==> config.mk <==
export PLATFORM = sky130hd
export DESIGN_NAME = wb_mem_arbiter_flat
export DESIGN_NICKNAME = d
export VERILOG_FILES = /design/src/rtl/wb_arb_pkg.sv /design/src/rtl/wb_mem_arbiter_if.sv /design/src/rtl/wb_rr_pick.sv /design/src/rtl/wb_mem_arbiter.sv /design/src/flat_wrapper.sv
export SDC_FILE = /design/constraint.sdc
export NUM_CORES = 1
export LEC_CHECK = 0
export CORE_MARGIN = 3
export CORE_UTILIZATION = 29
export CTS_CLUSTER_SIZE = 16
export DETAILED_ROUTE_END_ITERATION = 16
export PLACE_DENSITY = 0.67
export SYNTH_ARGS = -nofsm -noshare
export SYNTH_HDL_FRONTEND = slang
export SYNTH_SLANG_ARGS = --single-unit
==> constraint.sdc <==
create_clock -name clk_core -period 3.03 [get_ports clk_core]
set_input_delay 0.909 -clock clk_core [delete_from_list [all_inputs] [get_ports clk_core]]
set_output_delay 0.909 -clock clk_core [all_outputs]
set_load 0.02 [all_outputs]
==> src/rtl/wb_arb_pkg.sv <==
// rtl/wb_arb_pkg.sv - shared types and constants for the Wishbone memory arbiter
package wb_arb_pkg;

  // Widest bus the captured request record can carry; narrower buses zero-extend into it.
  localparam int WB_ADDR_W = 32;
  localparam int WB_DATA_W = 32;
  localparam int WB_SEL_W  = WB_DATA_W / 8;

  // Master identifiers, also used as the round-robin history value.
  localparam logic M0 = 1'b0;
  localparam logic M1 = 1'b1;

  typedef enum logic {
    IDLE = 1'b0,
    BUSY = 1'b1
  } arb_state_t;

  // Request fields frozen at grant time and replayed to the slave.
  typedef struct packed {
    logic                 we;
    logic [WB_SEL_W-1:0]  sel;
    logic [WB_ADDR_W-1:0] addr;
    logic [WB_DATA_W-1:0] data;
  } wb_req_t;

  // One-hot grant vector for a given owner.
  function automatic logic [1:0] owner_onehot(input logic owner);
    return (owner == M1) ? 2'b10 : 2'b01;
  endfunction

endpackage

==> src/rtl/wb_mem_arbiter_if.sv <==
// rtl/wb_mem_arbiter_if.sv - Wishbone classic bus bundle with master/slave views
interface wb_mem_arbiter_if #(
  parameter int ADDR_WIDTH = 32,
  parameter int DATA_WIDTH = 32
);

  localparam int SEL_WIDTH = DATA_WIDTH / 8;

  logic                  cyc;
  logic                  stb;
  logic                  we;
  logic [SEL_WIDTH-1:0]  sel;
  logic [ADDR_WIDTH-1:0] addr;
  logic [DATA_WIDTH-1:0] data_w;
  logic [DATA_WIDTH-1:0] data_r;
  logic                  ack;

  // Side that starts cycles.
  modport master (
    output cyc, stb, we, sel, addr, data_w,
    input  data_r, ack
  );

  // Side that answers cycles.
  modport slave (
    input  cyc, stb, we, sel, addr, data_w,
    output data_r, ack
  );

endinterface

==> src/rtl/wb_rr_pick.sv <==
// rtl/wb_rr_pick.sv - two-way round-robin select between pending requests
module wb_rr_pick
  import wb_arb_pkg::*;
(
  input  logic [1:0] req,
  input  logic       last,
  output logic [1:0] gnt
);

  // A lone requester always wins; on a tie the master that did not go last wins.
  always_comb begin
    gnt = 2'b00;
    case (req)
      2'b01:   gnt = 2'b01;
      2'b10:   gnt = 2'b10;
      2'b11:   gnt = (last == M1) ? 2'b01 : 2'b10;
      default: gnt = 2'b00;
    endcase
  end

endmodule

==> src/rtl/wb_mem_arbiter.sv <==
// rtl/wb_mem_arbiter.sv - two-master round-robin Wishbone arbiter with abort and timeout
module wb_mem_arbiter
  import wb_arb_pkg::*;
#(
  parameter int                    ADDR_WIDTH     = WB_ADDR_W,
  parameter int                    DATA_WIDTH     = WB_DATA_W,
  parameter int                    TIMEOUT_CYCLES = 1024,
  parameter logic [DATA_WIDTH-1:0] ERR_DATA       = DATA_WIDTH'(32'hDEADBEEF)
) (
  input  logic             clk_core,
  input  logic             rst_core,
  wb_mem_arbiter_if.slave  m0,
  wb_mem_arbiter_if.slave  m1,
  wb_mem_arbiter_if.master s,
  output logic [1:0]       grant_o,
  output logic             timeout_o
);

  localparam int SEL_WIDTH = DATA_WIDTH / 8;

  // A zero timeout disables the watchdog; keep at least one counter bit so the logic stays legal.
  localparam bit              TMO_EN   = (TIMEOUT_CYCLES > 0);
  localparam int              CNT_W    = TMO_EN ? $clog2(TIMEOUT_CYCLES + 1) : 1;
  localparam logic [CNT_W-1:0] CNT_MAX  = '1;
  localparam logic [CNT_W-1:0] TMO_LAST = TMO_EN ? CNT_W'(TIMEOUT_CYCLES - 1) : '0;

  arb_state_t       state_q, state_d;
  logic             owner_q, owner_d;
  logic             last_q, last_d;
  logic [CNT_W-1:0] cnt_q, cnt_d;
  logic             s_cyc_q, s_cyc_d;
  logic             timeout_q, timeout_d;
  logic             load_req;
  wb_req_t          req_q;
  wb_req_t          in_req;

  logic [1:0]            req;
  logic [1:0]            pick_gnt;
  logic                  busy;
  logic                  owner_cyc;
  logic                  ack_hit;
  logic                  abort_hit;
  logic                  tmo_hit;
  logic [DATA_WIDTH-1:0] resp_data;

  assign req = {m1.cyc & m1.stb, m0.cyc & m0.stb};

  wb_rr_pick u_pick (
    .req  (req),
    .last (last_q),
    .gnt  (pick_gnt)
  );

  // Completion events are prioritised ack > abort > timeout so a real answer is never discarded.
  assign busy      = (state_q == BUSY);
  assign owner_cyc = (owner_q == M1) ? m1.cyc : m0.cyc;
  assign ack_hit   = busy & s.ack;
  assign abort_hit = busy & ~ack_hit & ~owner_cyc;
  assign tmo_hit   = TMO_EN & busy & ~ack_hit & ~abort_hit & (cnt_q == TMO_LAST);

  // Fields of whichever master the picker selects, frozen into req_q on grant.
  always_comb begin
    in_req = '0;
    if (pick_gnt[1]) begin
      in_req.we   = m1.we;
      in_req.sel  = WB_SEL_W'(m1.sel);
      in_req.addr = WB_ADDR_W'(m1.addr);
      in_req.data = WB_DATA_W'(m1.data_w);
    end else begin
      in_req.we   = m0.we;
      in_req.sel  = WB_SEL_W'(m0.sel);
      in_req.addr = WB_ADDR_W'(m0.addr);
      in_req.data = WB_DATA_W'(m0.data_w);
    end
  end

  // Arbiter state, ownership history, watchdog counter and sticky timeout flag.
  always_ff @(posedge clk_core) begin
    if (rst_core) begin
      state_q   <= IDLE;
      owner_q   <= M0;
      last_q    <= M1;
      cnt_q     <= '0;
      s_cyc_q   <= 1'b0;
      timeout_q <= 1'b0;
    end else begin
      state_q   <= state_d;
      owner_q   <= owner_d;
      last_q    <= last_d;
      cnt_q     <= cnt_d;
      s_cyc_q   <= s_cyc_d;
      timeout_q <= timeout_d;
    end
  end

  // Next-state: grant from IDLE, then leave BUSY on ack, abort or watchdog expiry.
  always_comb begin
    state_d   = state_q;
    owner_d   = owner_q;
    last_d    = last_q;
    cnt_d     = cnt_q;
    s_cyc_d   = s_cyc_q;
    timeout_d = timeout_q;
    load_req  = 1'b0;
    case (state_q)
      IDLE: begin
        cnt_d = '0;
        if (|pick_gnt) begin
          state_d  = BUSY;
          owner_d  = pick_gnt[1];
          load_req = 1'b1;
          s_cyc_d  = 1'b1;
        end
      end
      BUSY: begin
        if (ack_hit) begin
          state_d = IDLE;
          s_cyc_d = 1'b0;
          last_d  = owner_q;
          cnt_d   = '0;
        end else if (abort_hit) begin
          state_d = IDLE;
          s_cyc_d = 1'b0;
          cnt_d   = '0;
        end else if (tmo_hit) begin
          state_d   = IDLE;
          s_cyc_d   = 1'b0;
          last_d    = owner_q;
          cnt_d     = '0;
          timeout_d = 1'b1;
        end else if (cnt_q != CNT_MAX) begin
          cnt_d = cnt_q + 1'b1;
        end
      end
      default: begin
        state_d = IDLE;
        s_cyc_d = 1'b0;
      end
    endcase
  end

  // Captured request, held unchanged on the slave port for the whole BUSY phase.
  always_ff @(posedge clk_core) begin
    if (rst_core) begin
      req_q <= '0;
    end else if (load_req) begin
      req_q <= in_req;
    end
  end

  assign s.cyc    = s_cyc_q;
  assign s.stb    = s_cyc_q;
  assign s.we     = req_q.we;
  assign s.sel    = SEL_WIDTH'(req_q.sel);
  assign s.addr   = ADDR_WIDTH'(req_q.addr);
  assign s.data_w = DATA_WIDTH'(req_q.data);

  assign grant_o   = busy ? owner_onehot(owner_q) : 2'b00;
  assign timeout_o = timeout_q;

  // Response path: only the owner sees ack/data, and only in its completion cycle.
  always_comb begin
    m0.ack    = 1'b0;
    m0.data_r = '0;
    m1.ack    = 1'b0;
    m1.data_r = '0;
    resp_data = ack_hit ? s.data_r : ERR_DATA;
    if (!rst_core && (ack_hit || tmo_hit)) begin
      if (owner_q == M1) begin
        m1.ack    = 1'b1;
        m1.data_r = resp_data;
      end else begin
        m0.ack    = 1'b1;
        m0.data_r = resp_data;
      end
    end
  end

endmodule

==> src/flat_wrapper.sv <==
// flat-port wrapper written by rule: the top's interface ports become plain ports
module wb_mem_arbiter_flat import wb_arb_pkg::*;
#(
  parameter int                    ADDR_WIDTH     = WB_ADDR_W,
  parameter int                    DATA_WIDTH     = WB_DATA_W,
  parameter int                    TIMEOUT_CYCLES = 1024,
  parameter logic [DATA_WIDTH-1:0] ERR_DATA       = DATA_WIDTH'(32'hDEADBEEF)
)
  (clk_core, rst_core, grant_o, timeout_o, m0_cyc, m0_stb, m0_we, m0_sel, m0_addr, m0_data_w, m0_data_r, m0_ack, m1_cyc, m1_stb, m1_we, m1_sel, m1_addr, m1_data_w, m1_data_r, m1_ack, s_cyc, s_stb, s_we, s_sel, s_addr, s_data_w, s_data_r, s_ack);
  wb_mem_arbiter_if #(.ADDR_WIDTH(ADDR_WIDTH), .DATA_WIDTH(DATA_WIDTH)) m0_i ();
  wb_mem_arbiter_if #(.ADDR_WIDTH(ADDR_WIDTH), .DATA_WIDTH(DATA_WIDTH)) m1_i ();
  wb_mem_arbiter_if #(.ADDR_WIDTH(ADDR_WIDTH), .DATA_WIDTH(DATA_WIDTH)) s_i ();
  input  logic clk_core;
  input  logic rst_core;
  output logic [1:0] grant_o;
  output logic timeout_o;
  input wire logic [$bits(m0_i.cyc)-1:0] m0_cyc;
  input wire logic [$bits(m0_i.stb)-1:0] m0_stb;
  input wire logic [$bits(m0_i.we)-1:0] m0_we;
  input wire logic [$bits(m0_i.sel)-1:0] m0_sel;
  input wire logic [$bits(m0_i.addr)-1:0] m0_addr;
  input wire logic [$bits(m0_i.data_w)-1:0] m0_data_w;
  output wire logic [$bits(m0_i.data_r)-1:0] m0_data_r;
  output wire logic [$bits(m0_i.ack)-1:0] m0_ack;
  input wire logic [$bits(m1_i.cyc)-1:0] m1_cyc;
  input wire logic [$bits(m1_i.stb)-1:0] m1_stb;
  input wire logic [$bits(m1_i.we)-1:0] m1_we;
  input wire logic [$bits(m1_i.sel)-1:0] m1_sel;
  input wire logic [$bits(m1_i.addr)-1:0] m1_addr;
  input wire logic [$bits(m1_i.data_w)-1:0] m1_data_w;
  output wire logic [$bits(m1_i.data_r)-1:0] m1_data_r;
  output wire logic [$bits(m1_i.ack)-1:0] m1_ack;
  output wire logic [$bits(s_i.cyc)-1:0] s_cyc;
  output wire logic [$bits(s_i.stb)-1:0] s_stb;
  output wire logic [$bits(s_i.we)-1:0] s_we;
  output wire logic [$bits(s_i.sel)-1:0] s_sel;
  output wire logic [$bits(s_i.addr)-1:0] s_addr;
  output wire logic [$bits(s_i.data_w)-1:0] s_data_w;
  input wire logic [$bits(s_i.data_r)-1:0] s_data_r;
  input wire logic [$bits(s_i.ack)-1:0] s_ack;
  assign m0_i.cyc = m0_cyc;
  assign m0_i.stb = m0_stb;
  assign m0_i.we = m0_we;
  assign m0_i.sel = m0_sel;
  assign m0_i.addr = m0_addr;
  assign m0_i.data_w = m0_data_w;
  assign m0_data_r = m0_i.data_r;
  assign m0_ack = m0_i.ack;
  assign m1_i.cyc = m1_cyc;
  assign m1_i.stb = m1_stb;
  assign m1_i.we = m1_we;
  assign m1_i.sel = m1_sel;
  assign m1_i.addr = m1_addr;
  assign m1_i.data_w = m1_data_w;
  assign m1_data_r = m1_i.data_r;
  assign m1_ack = m1_i.ack;
  assign s_cyc = s_i.cyc;
  assign s_stb = s_i.stb;
  assign s_we = s_i.we;
  assign s_sel = s_i.sel;
  assign s_addr = s_i.addr;
  assign s_data_w = s_i.data_w;
  assign s_i.data_r = s_data_r;
  assign s_i.ack = s_ack;
  wb_mem_arbiter #(.ADDR_WIDTH(ADDR_WIDTH), .DATA_WIDTH(DATA_WIDTH), .TIMEOUT_CYCLES(TIMEOUT_CYCLES), .ERR_DATA(ERR_DATA)) u_core (.clk_core(clk_core), .rst_core(rst_core), .m0(m0_i), .m1(m1_i), .s(s_i), .grant_o(grant_o), .timeout_o(timeout_o));
endmodule
==> flow_summary.yaml, run 1 <==
outcome:
  status: "complete, but fails checks"
  violations: "setup timing"
sta:
  rsz0062_at_grt: "yes"
  setup_ws_ps: -157
  maxSlewViolCount: 0
  holdWs_ps: 498
  timing.final.hold_violations: 0
  setup_viol: 48
  finalCriticalPeriod_ps: 3190
  fin_crit_sh_pct: 105
  max_freq_mhz: 314
  fin_skew_ps: 7.85
  worst_pin_slew_ps: 532
  setup-tns-final_ps: -3280
  slew_headroom_pct: 64.3
critical_path:
  worstSetupPathType: "primary input to primary output"
  end_kind: "primary output"
  startpoint_type: "primary input"
  cp.required_ps: 2120
  reg2reg_depth: 6
  cp_max_fo: 5
  critPathArrivalTime_ps: 2280
synth:
  yosysMostFrequentCell: "nor2_1"
  synthTopCellsByCount: "nor2_1 (101), dfxtp_1 (85), mux2i_1 (75)"
  seq_area_frac_synth_pct: 35.9
  syn_area_sq_mm: 0.00473
  synth_nets: 695
  synth_edf_count: 0
  yosysTopAreaCellShare_pct: 35.9
  synth_warnings: 0
  yosysTopAreaCell: "dfxtp_1"
  netlist_instances: 517
  yosys-top-cells-area: "dfxtp_1 (36%), mux2i_1 (16%), a211oi_1 (11%), nor2_1 (8.0%), nor4b_2 (7.3%)"
  ys_types: 43
  ys.flop_type: "dfxtp_1"
  synth-async-reset-ratio_pct: 0
  ys_ff_latch: 85
  syn_area_per_cell_sq_um: 9.16
power_and_ir_drop:
  pwr-share-clk_pct: 32.1
  swShare_pct: 29.7
  p_switching_uw: 1050
  cellPowerDensity_mw_per_mm2: 376
  p_comb_share_pct: 32.3
  irDropWorstVdd_mv: 0.220
  power.leakage_uw: 0.00382
  p_int_uw: 2490
  pwr-share-seq_pct: 35.6
global_route:
  grt_pass1_vias: 5511
  grt_pass1_wl_mm: 28.6
  antenna_found_initial: 0
  grtUsageTotal_pct: 19.9
  grt-ovfl-total: 0
  grt_start_max_net_pins: 67
clock_tree:
  cts_tree: "yes"
  cts_hold_buf: 0
  clk_latency_ps: 350
  h-tree-depth: 3
  cts_root_buffer: "clkbuf_16"
  ctsLongestPathBuffers: 2
  cts_buffers: 9
  numClockSinks: 85
  clkSlewWorstSetupHoldPaths_ps: 60
place:
  dpl.hpwl_mm: 13.6
  portBuffers: 316
  dpl_cell_area_sq_mm: 0.00877
  gp_congestion: 0.825
route:
  drt-total-wl_mm: 18.5
  drc_errors: 0
  firstDrtPassIters: 4
  wl_met3_mm: 1.31
  wl_met1_mm: 6.74
  dr_total_vias: 5252
  wl_per_cell_microns: 17.0
  vias_per_cell: 4.82
  ant_nets: 0
  routed.top_layer: "met4"
  wl_met2_mm: 9.85
  drtIter0Drc: 154
die:
  rows: 46
  die_h_microns: 134
  ioPinCount: 317
  die_w_microns: 134
  design.core.area_sq_mm: 0.0159
  die_area_sq_mm: 0.0179
  start_util_pct: 29.7
final_layout:
  num-fill-cells: 1315
  design_area_sq_mm: 0.00944
  syn2layout_area_growth_pct: 99.4
  fin_util_pct: 59.2
  layout.nets: 1046
  diodes: 0
  layout-drive-gt1-share_pct: 26.1
hold_path:
  min_path_type: "flip-flop to flip-flop"
  whs_path_depth: 2
run:
  max_cap_violations: 0
power groups by stage:
stage / Combinational, uW / Clock [uW] / Sequential, uW
global route: 1220 / 1230 / 1270
floorplan: 392 / 0 / 1390
global placement: 1060 / 0 / 1280
finish: 1140 / 1140 / 1260
detailed placement: 1080 / 0 / 1290
CTS: 1140 / 1180 / 1260
layout make-up:
class | instances | area [sq um] | share of cell area (%)
clock buffer | 10 | 239 | 2.53
clock inverter | 6 | 70.1 | 0.742
inverter | 1 | 3.75 | 0.0398
multi-input combinational | 377 | 3320 | 35.2
sequential | 85 | 1700 | 18.1
tap | 216 | 270 | 2.86
timing repair buffer | 394 | 3830 | 40.6
worst paths after layout:
check | endpoint | slack, ps | startpoint
worst max register to register | u_core.s.cyc | 1100 | u_core.cnt_q[1]
worst min register to register | u_core.s.addr[7] | 500 | u_core.s.addr[7]
worst min-delay path | u_core.s.addr[7] | 500 | u_core.s.addr[7]
worst max-delay path | m1_data_r[28] | -160 | s_ack
through the flow:
| stage | total power [uW] | cells | setup slack [ps] |
|---|---|---|---|
| CTS | 3580 | 1087 | -193 |
| detailed placement | 2370 | 1046 | -952 |
| floorplan | 1790 | 517 | -80.6 |
| global placement | 2340 | 1046 | -888 |
| global route | 3720 | 1089 | -211 |
| finish | 3550 | 1089 | -157 |
worst max-delay path, cell delays in order:
cell and delay (ps):
buf_6 90, nand2b_4 140, nor2_4 130, a32oi_4 170
buf_4 200, buf_16 140, nor4b_4 290, buf_4 190
metal layers:
metal | vias up | global-route usage, %
met5 | - | 0
met4 | 0 | 8.46
met3 | 37 | 4.73
met2 | 222 | 37.4
met1 | 2381 | 21.1
li1 | 2612 | -
flip-flops by register name, summed over array words and instances, names as in the netlist:
signal / count
u_core.s.data_w: 32
u_core.s.sel: 4
u_core.last_q: 1
u_core.busy: 1
u_core.s.addr: 32
u_core.owner_q: 1
u_core.s.cyc: 1
u_core.timeout_o: 1
u_core.cnt_q: 11
u_core.s.we: 1
cells by family after synthesis:
kind of cell | synth area share [%]
simple gates | 27.7
compound gates | 14.1
flops | 35.9
mux | 16.1
buf+inv | 5.76
fa+ha+maj | 0.264
what timing repair did:
item                                    in CTS  in global routing
setup buffers                               21                  5
endpoints found under the hold margin        0                  0
endpoints found under the setup margin      66                 62
pin swaps                                   18                  7
resized for setup                          335                 54
gates cloned                                 6                  0
cells in the final DEF, fill, tap and decap left out, types with 3 or more instances in the layout:
master	n
buf_4	100
nor3_1	3
nor4b_4	22
nand2_1	7
clkdlybuf4s50_1	246
a21oi_1	8
nor4_2	3
nand3_1	11
nor4_4	22
and3_1	4
mux2i_1	75
clkbuf_16	9
nor2_1	101
buf_12	11
a211oi_1	70
clkbuf_2	7
buf_6	11
nand3b_1	4
dfxtp_1	83
and2_1	17
buf_16	5
buf_2	10
No activity file was read; power rests on OpenSTA's default activity.
==> inputs of run 2 (changes only) <==
Settings changed: CORE_AREA set to 3 3 123 125, CORE_MARGIN 3 to unset, CORE_UTILIZATION 29 to unset, DIE_AREA set to 0 0 126 128, PLACE_DENSITY 0.67 to 0.75.
==> flow_summary.yaml, run 2 (synthesis gave the netlist of run 1 again) <==
place:
  portBuffers: 316
  dpl.hpwl_mm: 13.4
  gp_congestion: 0.915
  dpl_worst_slack_ps: -938
final_layout:
  layout.nets: 1040
  diodes: 0
  mostFrequentLayoutCell: "clkdlybuf4s50_1"
  syn2layout_area_growth_pct: 99.3
  layout-drive-gt1-share_pct: 25.5
  fin_util_pct: 67.5
  layout_common_cells: "clkdlybuf4s50_1 (246), nor2_1 (100), buf_4 (97)"
sta:
  timing.final.hold_violations: 0
  holdWs_ps: 495
  setup_viol: 50
  fin_skew_ps: 6.37
  setup_ws_ps: -310
  worst_pin_slew_ps: 556
  maxSlewViolCount: 0
  rsz0062_at_grt: "yes"
  max_freq_mhz: 299
  slew_headroom_pct: 63.0
  setup-tns-final_ps: -9230
  finalCriticalPeriod_ps: 3340
  fin_crit_sh_pct: 110
critical_path:
  cp.required_ps: 2120
  crit_path_top_delay_cell: "nor4b_4"
  cp_cell_sequence: "buf_6 > nand2b_4 > nor2_4 > a32oi_4 > buf_12 > buf_12 > buf_12 > buf_16 > nor4b_4 > buf_4"
  end_kind: "primary output"
  cpMostUsedCell: "buf_12"
  max_stage_delay_ps: 280
  worstSetupPathType: "primary input to primary output"
  startpoint_type: "primary input"
  critPathArrivalTime_ps: 2430
  cp_max_fo: 5
route:
  firstDrtPassIters: 4
  drc_errors: 0
  dr_total_vias: 5257
  vias_per_cell: 5.02
  drtIter0Drc: 147
  ant_nets: 0
  drt-total-wl_mm: 18.1
  wl_per_cell_microns: 17.2
global_route:
  grtUsageTotal_pct: 20.8
  grt-ovfl-total: 0
  antenna_found_initial: 0
  grt_start_max_net_pins: 58
  grt_pass1_wl_mm: 27.3
  grt_pass1_vias: 5346
clock_tree:
  cts_tree: "yes"
  cts_buffers: 9
  ctsLongestPathBuffers: 2
  clkSlewWorstSetupHoldPaths_ps: 60
  h-tree-depth: 3
  numClockSinks: 85
  clk_latency_ps: 330
  cts_root_buffer: "clkbuf_16"
  cts_hold_buf: 0
die:
  ioPinCount: 317
  die_w_microns: 126
  die_h_microns: 128
  start_util_pct: 33.8
  die_area_sq_mm: 0.0161
  design.core.area_sq_mm: 0.0140
  rows: 43
hold_path:
  min_path_type: "flip-flop to flip-flop"
outcome:
  status: "complete, but fails checks"
  violations: "setup timing"
power_and_ir_drop:
  cellPowerDensity_mw_per_mm2: 371
  power_uw: 3510
  irDropWorstVdd_mv: 0.233
  power.leakage_uw: 0.00382
run:
  max_cap_violations: 0
==> run 2: final timing paths <==
path / startpoint / cells after the start / slack (ps) / endpoint
min reg2reg: u_core.s.data_w[2] / 2 / 500 / u_core.s.data_w[2]
max reg2reg: u_core.cnt_q[0] / 6 / 1090 / u_core.s.cyc
min: u_core.s.data_w[2] / 2 / 500 / u_core.s.data_w[2]
max: s_ack / 10 / -310 / m1_data_r[30]
==> run 2: power by group <==
part | internal [uW] | total, uW | switching, uW
sequential | 1210 | 1260 | 50.2
clock | 659 | 1100 | 436
combinational | 615 | 1150 | 532
==> run 2: critical path, delay by kind of cell <==
| family | cells | cell delay (ps) |
|---|---|---|
| buffers and inverters | 6 | 810 |
| and+or+nand+nor | 3 | 560 |
| AOI/OAI and AO/OA | 1 | 140 |
==> run 2: cell type report <==
type                       count  area [sq um]
inverter                       1          3.75
clock inverter                 6          61.3
multi-input combinational    377          3330
fill                        1022          4550
clock buffer                  10           239
tap                          180           225
timing repair buffer         388          3870
sequential                    85          1700
==> run 2: repair_timing <==
item,CTS,global route
resized for setup,330,47
endpoints found under the setup margin,66,65
cloned,7,0
pin swaps,29,15
setup buffers,10,3
==> run 2: stage by stage <==
step	area, sq um	std cells
2_1_floorplan	5070	517
3_3_place_gp	8720	1012
3_5_place_dp	8720	1012
4_1_cts	9300	1044
5_1_grt	9440	1047
6_report	9440	1047
==> run 2: routing by layer <==
metal	GRT usage (%)	part of all wire (%)
met5	0	0
met3	5.38	7.1
met1	21.8	37
met2	39.9	54
met4	7.19	2.3
==> inputs of run 3 (changes only) <==
Settings changed: REMOVE_ABC_BUFFERS set to 1.
==> flow_summary.yaml, run 3 (synthesis gave the netlist of run 1 again) <==
critical_path:
  cpMostUsedCell: "buf_12"
  cp_max_fo: 5
  cp_cell_sequence: "buf_6 > nand2b_4 > nor2_4 > a32oi_4 > buf_12 > buf_12 > buf_16 > nor4b_4 > buf_4"
  critPathArrivalTime_ps: 2390
  rrSetupSlack_ps: 1190
  cp.required_ps: 2120
  crit_path_top_delay_cell: "nor4b_4"
  startpoint_type: "primary input"
  max_stage_delay_ps: 320
  crit_buf_inv: 5
  end_kind: "primary output"
  cp-startpoint: "s_ack"
  cp_num_cells: 9
  reg2reg_depth: 6
  r2r_end: "u_core.cnt_q[2]"
  critPathCapture: "m1_data_r[2]"
  cpLargestDelayFamily: "buffers and inverters"
  worstSetupPathType: "primary input to primary output"
  worstReg2RegStart: "u_core.cnt_q[1]"
clock_tree:
  ctsLongestPathBuffers: 2
  clkSlewWorstSetupHoldPaths_ps: 60
  cts_root_buffer: "clkbuf_16"
  cts_buffers: 9
  cts_hold_buf: 0
  clk_latency_ps: 340
  cts_tree: "yes"
  h-tree-depth: 3
  numClockSinks: 85
die:
  rows: 43
  die_w_microns: 126
  start_util_pct: 33.8
  design.core.area_sq_mm: 0.0140
  die_area_sq_mm: 0.0161
  ioPinCount: 317
  die_h_microns: 128
global_route:
  grt_start_max_net_pins: 77
  grt-ovfl-total: 0
  grtUsageTotal_pct: 20.6
  antenna_found_initial: 0
  grt_pass1_vias: 5319
  grt_pass1_wl_mm: 27.1
sta:
  setup_ws_ps: -271
  rsz0062_at_grt: "yes"
  finalCriticalPeriod_ps: 3300
  fin_crit_sh_pct: 109
  holdWs_ps: 490
  timing.final.hold_violations: 0
  worst_pin_slew_ps: 735
  max_freq_mhz: 303
  slew_headroom_pct: 51.0
  setup_viol: 50
  fin_skew_ps: 6.72
  maxSlewViolCount: 0
run:
  max_cap_violations: 0
route:
  dr_total_vias: 5333
  drc_errors: 0
  drt-total-wl_mm: 18.7
  drtIter0Drc: 153
  ant_nets: 0
  wl_per_cell_microns: 18.0
  firstDrtPassIters: 4
  vias_per_cell: 5.13
final_layout:
  syn2layout_area_growth_pct: 95.6
  multi_input_area_sq_mm: 0.00328
  mostFrequentLayoutCell: "clkdlybuf4s50_1"
  diodes: 0
  layout-drive-gt1-share_pct: 24.8
  num-fill-cells: 1063
  layout.nets: 1033
  layout_common_cells: "clkdlybuf4s50_1 (246), nor2_1 (97), buf_4 (89)"
  seq_area_sq_mm: 0.00171
outcome:
  violations: "setup timing"
  status: "complete, but fails checks"
power_and_ir_drop:
  irDropWorstVdd_mv: 0.308
  power_uw: 3540
  cellPowerDensity_mw_per_mm2: 383
  power.leakage_uw: 0.00377
place:
  portBuffers: 316
  gp_congestion: 0.918
  dpl.hpwl_mm: 12.8
hold_path:
  min_path_type: "flip-flop to flip-flop"
-- run 3: layout make-up --
| class | instances | area share (%) |
|---|---|---|
| repair buffers | 381 | 40.4 |
| multi-input cells | 377 | 35.4 |
| flip-flops and latches | 85 | 18.4 |
| clock buffers | 11 | 2.51 |
| well taps | 180 | 2.43 |
| clock inverters | 4 | 0.797 |
| inverters | 1 | 0.0405 |
-- run 3: through the flow --
stage / worst slack [ps] / utilization (%) / area [sq um] / setup TNS, ps / std cells
2_1_floorplan: -3480 / - / 4470 / -293460 / 463
3_3_place_gp: -866 / 59.1 / 8260 / -51280 / 998
3_5_place_dp: -918 / 59.1 / 8260 / -52280 / 998
4_1_cts: -154 / 63.3 / 8850 / -2650 / 1028
5_1_grt: -293 / 66.2 / 9260 / -6610 / 1039
6_report: -271 / 66.2 / 9260 / -4890 / 1039
-- run 3: worst min-delay path, stage by stage (launching register included) --
cell and delay, ps:
dfxtp_1 330, a31oi_1 40, nor2_1 80
-- run 3: report_power, final --
group / internal, uW / switching (uW) / leakage [uW]
combinational: 597 / 529 / 0.00291
clock: 718 / 437 / 0.000150
sequential: 1210 / 49.3 / 0.000703
total: 2530 / 1020 / 0.00377
-- run 3: worst min-delay path by stage --
stage | startpoint | to | cells past startpoint
floorplan | u_core.cnt_q[10] | u_core.cnt_q[1] | 2
global placement | u_core.timeout_o | u_core.timeout_o | 2
detailed placement | u_core.timeout_o | u_core.timeout_o | 2
CTS | u_core.timeout_o | u_core.timeout_o | 2
global route | u_core.s.addr[25] | u_core.s.addr[25] | 2
finish | u_core.timeout_o | u_core.timeout_o | 2
-- run 3: repair_timing --
action / in CTS / in global routing
cloned: 5 / 2
setup buffers: 10 / 13
pin swaps: 10 / 11
gates resized for setup: 355 / 91
endpoints found under the setup margin: 66 / 65
-- run 3: routing by layer --
layer / vias up / part of all wire, % / global-route usage (%)
li1: 2589 / - / -
met4: 0 / 3.2 / 8.77
met2: 245 / 52 / 37.2
met3: 38 / 8.0 / 6.50
met1: 2461 / 37 / 22.4
met5: - / 0 / 0
